File: config.mk
export PLATFORM = sky130hd
export DESIGN_NAME = fetch_unit
export DESIGN_NICKNAME = d
export VERILOG_FILES = /design/src/rtl/fetch_unit.sv
export SDC_FILE = /design/constraint.sdc
export NUM_CORES = 1
export LEC_CHECK = 0
export CAP_MARGIN = 20
export CORE_ASPECT_RATIO = 0.8
export CORE_UTILIZATION = 49
export DETAILED_ROUTE_END_ITERATION = 7
export MAX_ROUTING_LAYER = met4
export PLACE_DENSITY = 0.87
export SYNTH_ARGS = -nofsm -noshare
export SYNTH_HDL_FRONTEND = slang
export SYNTH_SLANG_ARGS = --single-unit
File: constraint.sdc
create_clock -name clk -period 6.9 [get_ports clk]
set_input_delay 1.035 -clock clk [delete_from_list [all_inputs] [get_ports clk]]
set_output_delay 1.035 -clock clk [all_outputs]
set_load 0.05 [all_outputs]
File: src/rtl/fetch_unit.sv
// Instruction fetch unit: issues a request at pc, waits for the response with a
// bounded retry, holds the fetched word for the controller and computes the next pc.
module fetch_unit #(
    parameter logic [31:0] RESET_PC = 32'h0000_0000,
    parameter int unsigned TIMEOUT  = 255
) (
    input  logic        clk,
    input  logic        reset_n,
    input  logic        pcsrc,
    input  logic        jump,
    input  logic [31:0] signimm,
    input  logic        advance,
    output logic        imem_req,
    output logic [31:0] imem_addr,
    input  logic        imem_ready,
    input  logic        imem_rvalid,
    input  logic [31:0] imem_rdata,
    output logic [31:0] instr,
    output logic        instr_valid,
    output logic [5:0]  op,
    output logic [5:0]  funct,
    output logic [31:0] pc,
    output logic [31:0] pcplus4,
    output logic        fetch_timeout
);

    typedef enum logic [1:0] {
        S_IDLE,
        S_FETCH,
        S_WAIT,
        S_HOLD
    } state_t;

    localparam logic [31:0] PC_INIT     = RESET_PC & ~32'h3;
    localparam logic [7:0]  TIMEOUT_CNT = 8'(TIMEOUT);

    state_t      state_q, state_d;
    logic [31:0] pc_q, pc_d;
    logic [31:0] instr_q, instr_d;
    logic [7:0]  cnt_q, cnt_d;
    logic        timeout_q, timeout_d;
    logic [7:0]  cnt_inc;
    logic [31:0] pc_next;

    assign pcplus4       = pc_q + 32'd4;
    assign pc            = pc_q;
    assign imem_addr     = pc_q;
    assign instr         = instr_q;
    assign op            = instr_q[31:26];
    assign funct         = instr_q[5:0];
    assign imem_req      = (state_q == S_FETCH);
    assign instr_valid   = (state_q == S_HOLD);
    assign fetch_timeout = timeout_q;
    assign cnt_inc       = cnt_q + 8'd1;

    // Jump wins over branch; both targets keep bits [1:0] at zero.
    always_comb begin
        if (jump)
            pc_next = {pcplus4[31:28], instr_q[25:0], 2'b00};
        else if (pcsrc)
            pc_next = pcplus4 + (signimm << 2);
        else
            pc_next = pcplus4;
    end

    // NOTE: every signal assigned here gets a default first, so no path can infer a latch.
    always_comb begin
        state_d   = state_q;
        pc_d      = pc_q;
        instr_d   = instr_q;
        cnt_d     = cnt_q;
        timeout_d = timeout_q;
        unique case (state_q)
            S_IDLE: state_d = S_FETCH;
            S_FETCH: begin
                if (imem_ready) begin
                    if (imem_rvalid) begin
                        instr_d = imem_rdata;
                        state_d = S_HOLD;
                    end else begin
                        cnt_d   = 8'd0;
                        state_d = S_WAIT;
                    end
                end
            end
            S_WAIT: begin
                cnt_d = cnt_inc;
                // Data on the final counted cycle still wins over the timeout.
                if (imem_rvalid) begin
                    instr_d = imem_rdata;
                    state_d = S_HOLD;
                end else if (cnt_inc == TIMEOUT_CNT) begin
                    timeout_d = 1'b1;
                    cnt_d     = 8'd0;
                    state_d   = S_FETCH;
                end
            end
            S_HOLD: begin
                if (advance) begin
                    pc_d    = pc_next;
                    state_d = S_FETCH;
                end
            end
            default: state_d = S_IDLE;
        endcase
    end

    // NOTE: state uses non-blocking assignments so all flops update together at the edge.
    always_ff @(posedge clk) begin
        if (!reset_n) begin
            state_q   <= S_IDLE;
            pc_q      <= PC_INIT;
            instr_q   <= 32'd0;
            cnt_q     <= 8'd0;
            timeout_q <= 1'b0;
        end else begin
            state_q   <= state_d;
            pc_q      <= pc_d;
            instr_q   <= instr_d;
            cnt_q     <= cnt_d;
            timeout_q <= timeout_d;
        end
    end

endmodule

==> flow_summary_export.csv <==
group,metric,value,unit
status,status,"complete, no violations",
finish,final_cell_mix,"clkdlybuf4s50_1, nand2_1, a21oi_1",
drt,drcViolationCount,0,
clock_network,clkSinkCount,73,
timing,finalSetupViolations,0,
worst_setup_path,cp.required,7.12,ns
clock_network,post_cts_buffers,0,
clock_network,htree_levels,3,
yosys,synth_warnings,0,
grt,grt_use_total,30.1,%
yosys,ys_ff_latch,73,
worst_setup_path,path_class,"reg2reg",
placement,port-buffer-count,205,
finish,antenna_cells,0,
clock_network,clockBufferDepth,2,
grt,grt_max_degree,39,
drt,vias_per_cell,5.72,
yosys,yosysTopAreaCell,"dfxtp_1",
drt,vias,6082,
timing,rsz0062_at_grt,"no",
grt,grt_pass1_vias,5428,
clock_network,root_buffer,"clkbuf_16",
timing,slew-limit-headroom,28.7,%
clock_network,clkTransAtPathRegs,0.06,ns
grt,grt_pass1_wl,27800,um
yosys,synth_top_area_share,25.6,%
power_and_ir_drop,seq_power_share,33.2,%
finish,final_common_cell,"clkdlybuf4s50_1",
power_and_ir_drop,swShare,35.6,%
drt,wire_per_inst,16.9,um
worst_setup_path,timing.rr.start,"imem_addr[2]",
grt,busiest_layer,"met2",
timing,skew,0.00436,ns
finish,fillers,911,
min_path,min_to,"instr[9]",
yosys,synth_cell_types,62,
floorplan,ios,214,
job,drv_cap,0,
clock_network,cts_tree,"done",
power_and_ir_drop,power_frac_comb,33.0,%
timing,hold_violations,0,
yosys,syn_inst,770,
clock_network,cts_resized,0,
floorplan,die_area,12100,um2
drt,routed_wl,17900,um
yosys,async_reset_ff_share,0,%
placement,dp_slack,2.27,ns
finish,syn_to_final_growth,37.0,%
clock_network,cts_buffers,9,
worst_setup_path,regToRegSetupSlack,2.16,ns
power_and_ir_drop,power.total,1.45,mW
yosys,ys_seq_area_share,25.6,%
drt,firstDrtPassIters,5,
power_and_ir_drop,power.density,185,nW/um2
placement,place_hpwl,13700,um
yosys,syn_area,5710,um2
power_and_ir_drop,p_leak,3.07,nW
finish,drive_above_1_share,3.59,%
clock_network,clock_latency,0.33,ns
clock_network,ctsHoldBuffers,0,
worst_setup_path,crit_fanout,8,
worst_setup_path,worstPathArrival,4.96,ns
timing,layout_setup_ws,2.16,ns
floorplan,start_util,51.4,%
yosys,syn_area_per_cell,7.42,um2
timing,finalSetupTns,0,ns
worst_setup_path,endpoint_kind,"flop",
finish,layout.nets,1029,
min_path,hp-class,"reg2reg",
yosys,synth_top_flop_cell,"dfxtp_1",
floorplan,die_y,98.6,um
worst_setup_path,r2r_cells,15,
timing,maxSlewViolCount,0,
grt,antenna_found_initial,0,
floorplan,fp.dieW,123,um
grt,overflow,0,
grt,grt_util_met2,44.4,%
drt,ant_nets,0,
power_and_ir_drop,max-vdd-ir-drop,169,uV
placement,gp_congestion,0.949,
yosys,synth_area_leaders,"dfxtp_1, ha_1, a21oi_1",
yosys,synth_edf_count,0,
power_and_ir_drop,switchingPower,0.516,mW
min_path,hold-path-cell-count,2,
power_and_ir_drop,power.internal,0.933,mW
floorplan,rows,34,
timing,period_needed,4.74,ns
grt,use_met1,43.0,%
grt,met3_usage,3.53,%
worst_setup_path,worst_r2r_endpoint,"imem_addr[31]",
timing,timing.final.crit_share,68.7,%
timing,worst_slew_pin_slew,1.07,ns
worst_setup_path,crit_start,"imem_addr[2]",
timing,fmax,0.211,GHz
worst_setup_path,critPathLaunchType,"flop",
floorplan,core_region_area,11100,um2
power_and_ir_drop,clockPowerShare,33.8,%
finish,post-route-util,70.5,%
drt,drt_iter0_drc,542,
min_path,min_from,"instr[9]",
## how the worst max path moves through the flow
stage	slack [ns]	cells after the start	endpoint
final	2.16	15	imem_addr[31]
after global routing	1.87	15	imem_addr[31]
after CTS	2.24	15	imem_addr[31]
after detailed placement	2.27	15	imem_addr[31]
after global placement	2.33	15	imem_addr[31]
after floorplan	1.67	16	imem_addr[31]
## registers in the layout (all words and copies together), names as in the netlist
name,flops
cnt_q,8
fetch_timeout,1
imem_addr,30
instr,32
state_q,2
## kinds of logic after synthesis
group,after synthesis,share of synthesized area [%]
DFF,73,25.6
other,1,0.0657
xor gates and xnor gates,52,7.97
AOI/OAI and AO/OA,225,24.0
adders and majority gates,42,9.33
buffers and inverters,97,9.59
and+or+nand+nor,273,22.2
muxes,7,1.25
## critical path, cell delays in order (launching register included)
cell and delay (ns):
dfxtp_1 0.47, ha_1 0.25, and4_1 0.28, nand2_1 0.12, nor3_2 0.44, nand4_1 0.17
xnor2_1 0.34, ha_1 0.39, a21o_1 0.19, a211o_1 0.29, or3_1 0.39, o211ai_1 0.36
a211oi_1 0.16, or3_1 0.41, and3_1 0.18, o21a_1 0.17
## synthesized netlist by cell type (all sizes together), types with 8 or more instances
master  instances
ha             41
and3           15
clkbuf         29
o21ai          42
nand4          12
a21o           15
nand3          15
buf            51
nand2         123
xor2           22
dfxtp          73
xnor2          30
o211ai         14
a21oi          95
a211oi         13
nor3            8
and2            8
nor2           67
inv            15
## final cells by class
type	instances	area, um2	share of cell area, %
multi-input combinational	605	3720	47.5
timing repair buffer	210	2090	26.7
sequential	73	1460	18.7
clock buffer	10	229	2.93
tap	144	180	2.30
clock inverter	5	81.3	1.04
inverter	17	63.8	0.815
## metrics by stage
step | instance area (um2) | instances | hold WS [ns]
final | 7830 | 1064 | 0.462
after global routing | 7830 | 1064 | 0.484
after CTS | 7830 | 1064 | 0.463
after detailed placement | 7520 | 1049 | 0.455
after global placement | 7520 | 1049 | 0.452
after floorplan | 5730 | 775 | 0.480
## power by group through the flow
stage	sequential [mW]	clock, mW	combinational [mW]
floorplan	0.557	0	0.254
global route	0.484	0.512	0.509
detailed placement	0.489	0	0.473
CTS	0.480	0.495	0.476
global placement	0.489	0	0.470
finish	0.481	0.490	0.478
## metal layers
metal	routed length, um	share of wire, %	vias to the layer above
li1	-	-	2964
met1	8290	46	2773
met2	7720	43	319
met3	1640	9.2	26
met4	295	1.6	0
met5	0	0	-
Note: power is estimated with default switching activity, not from simulation.
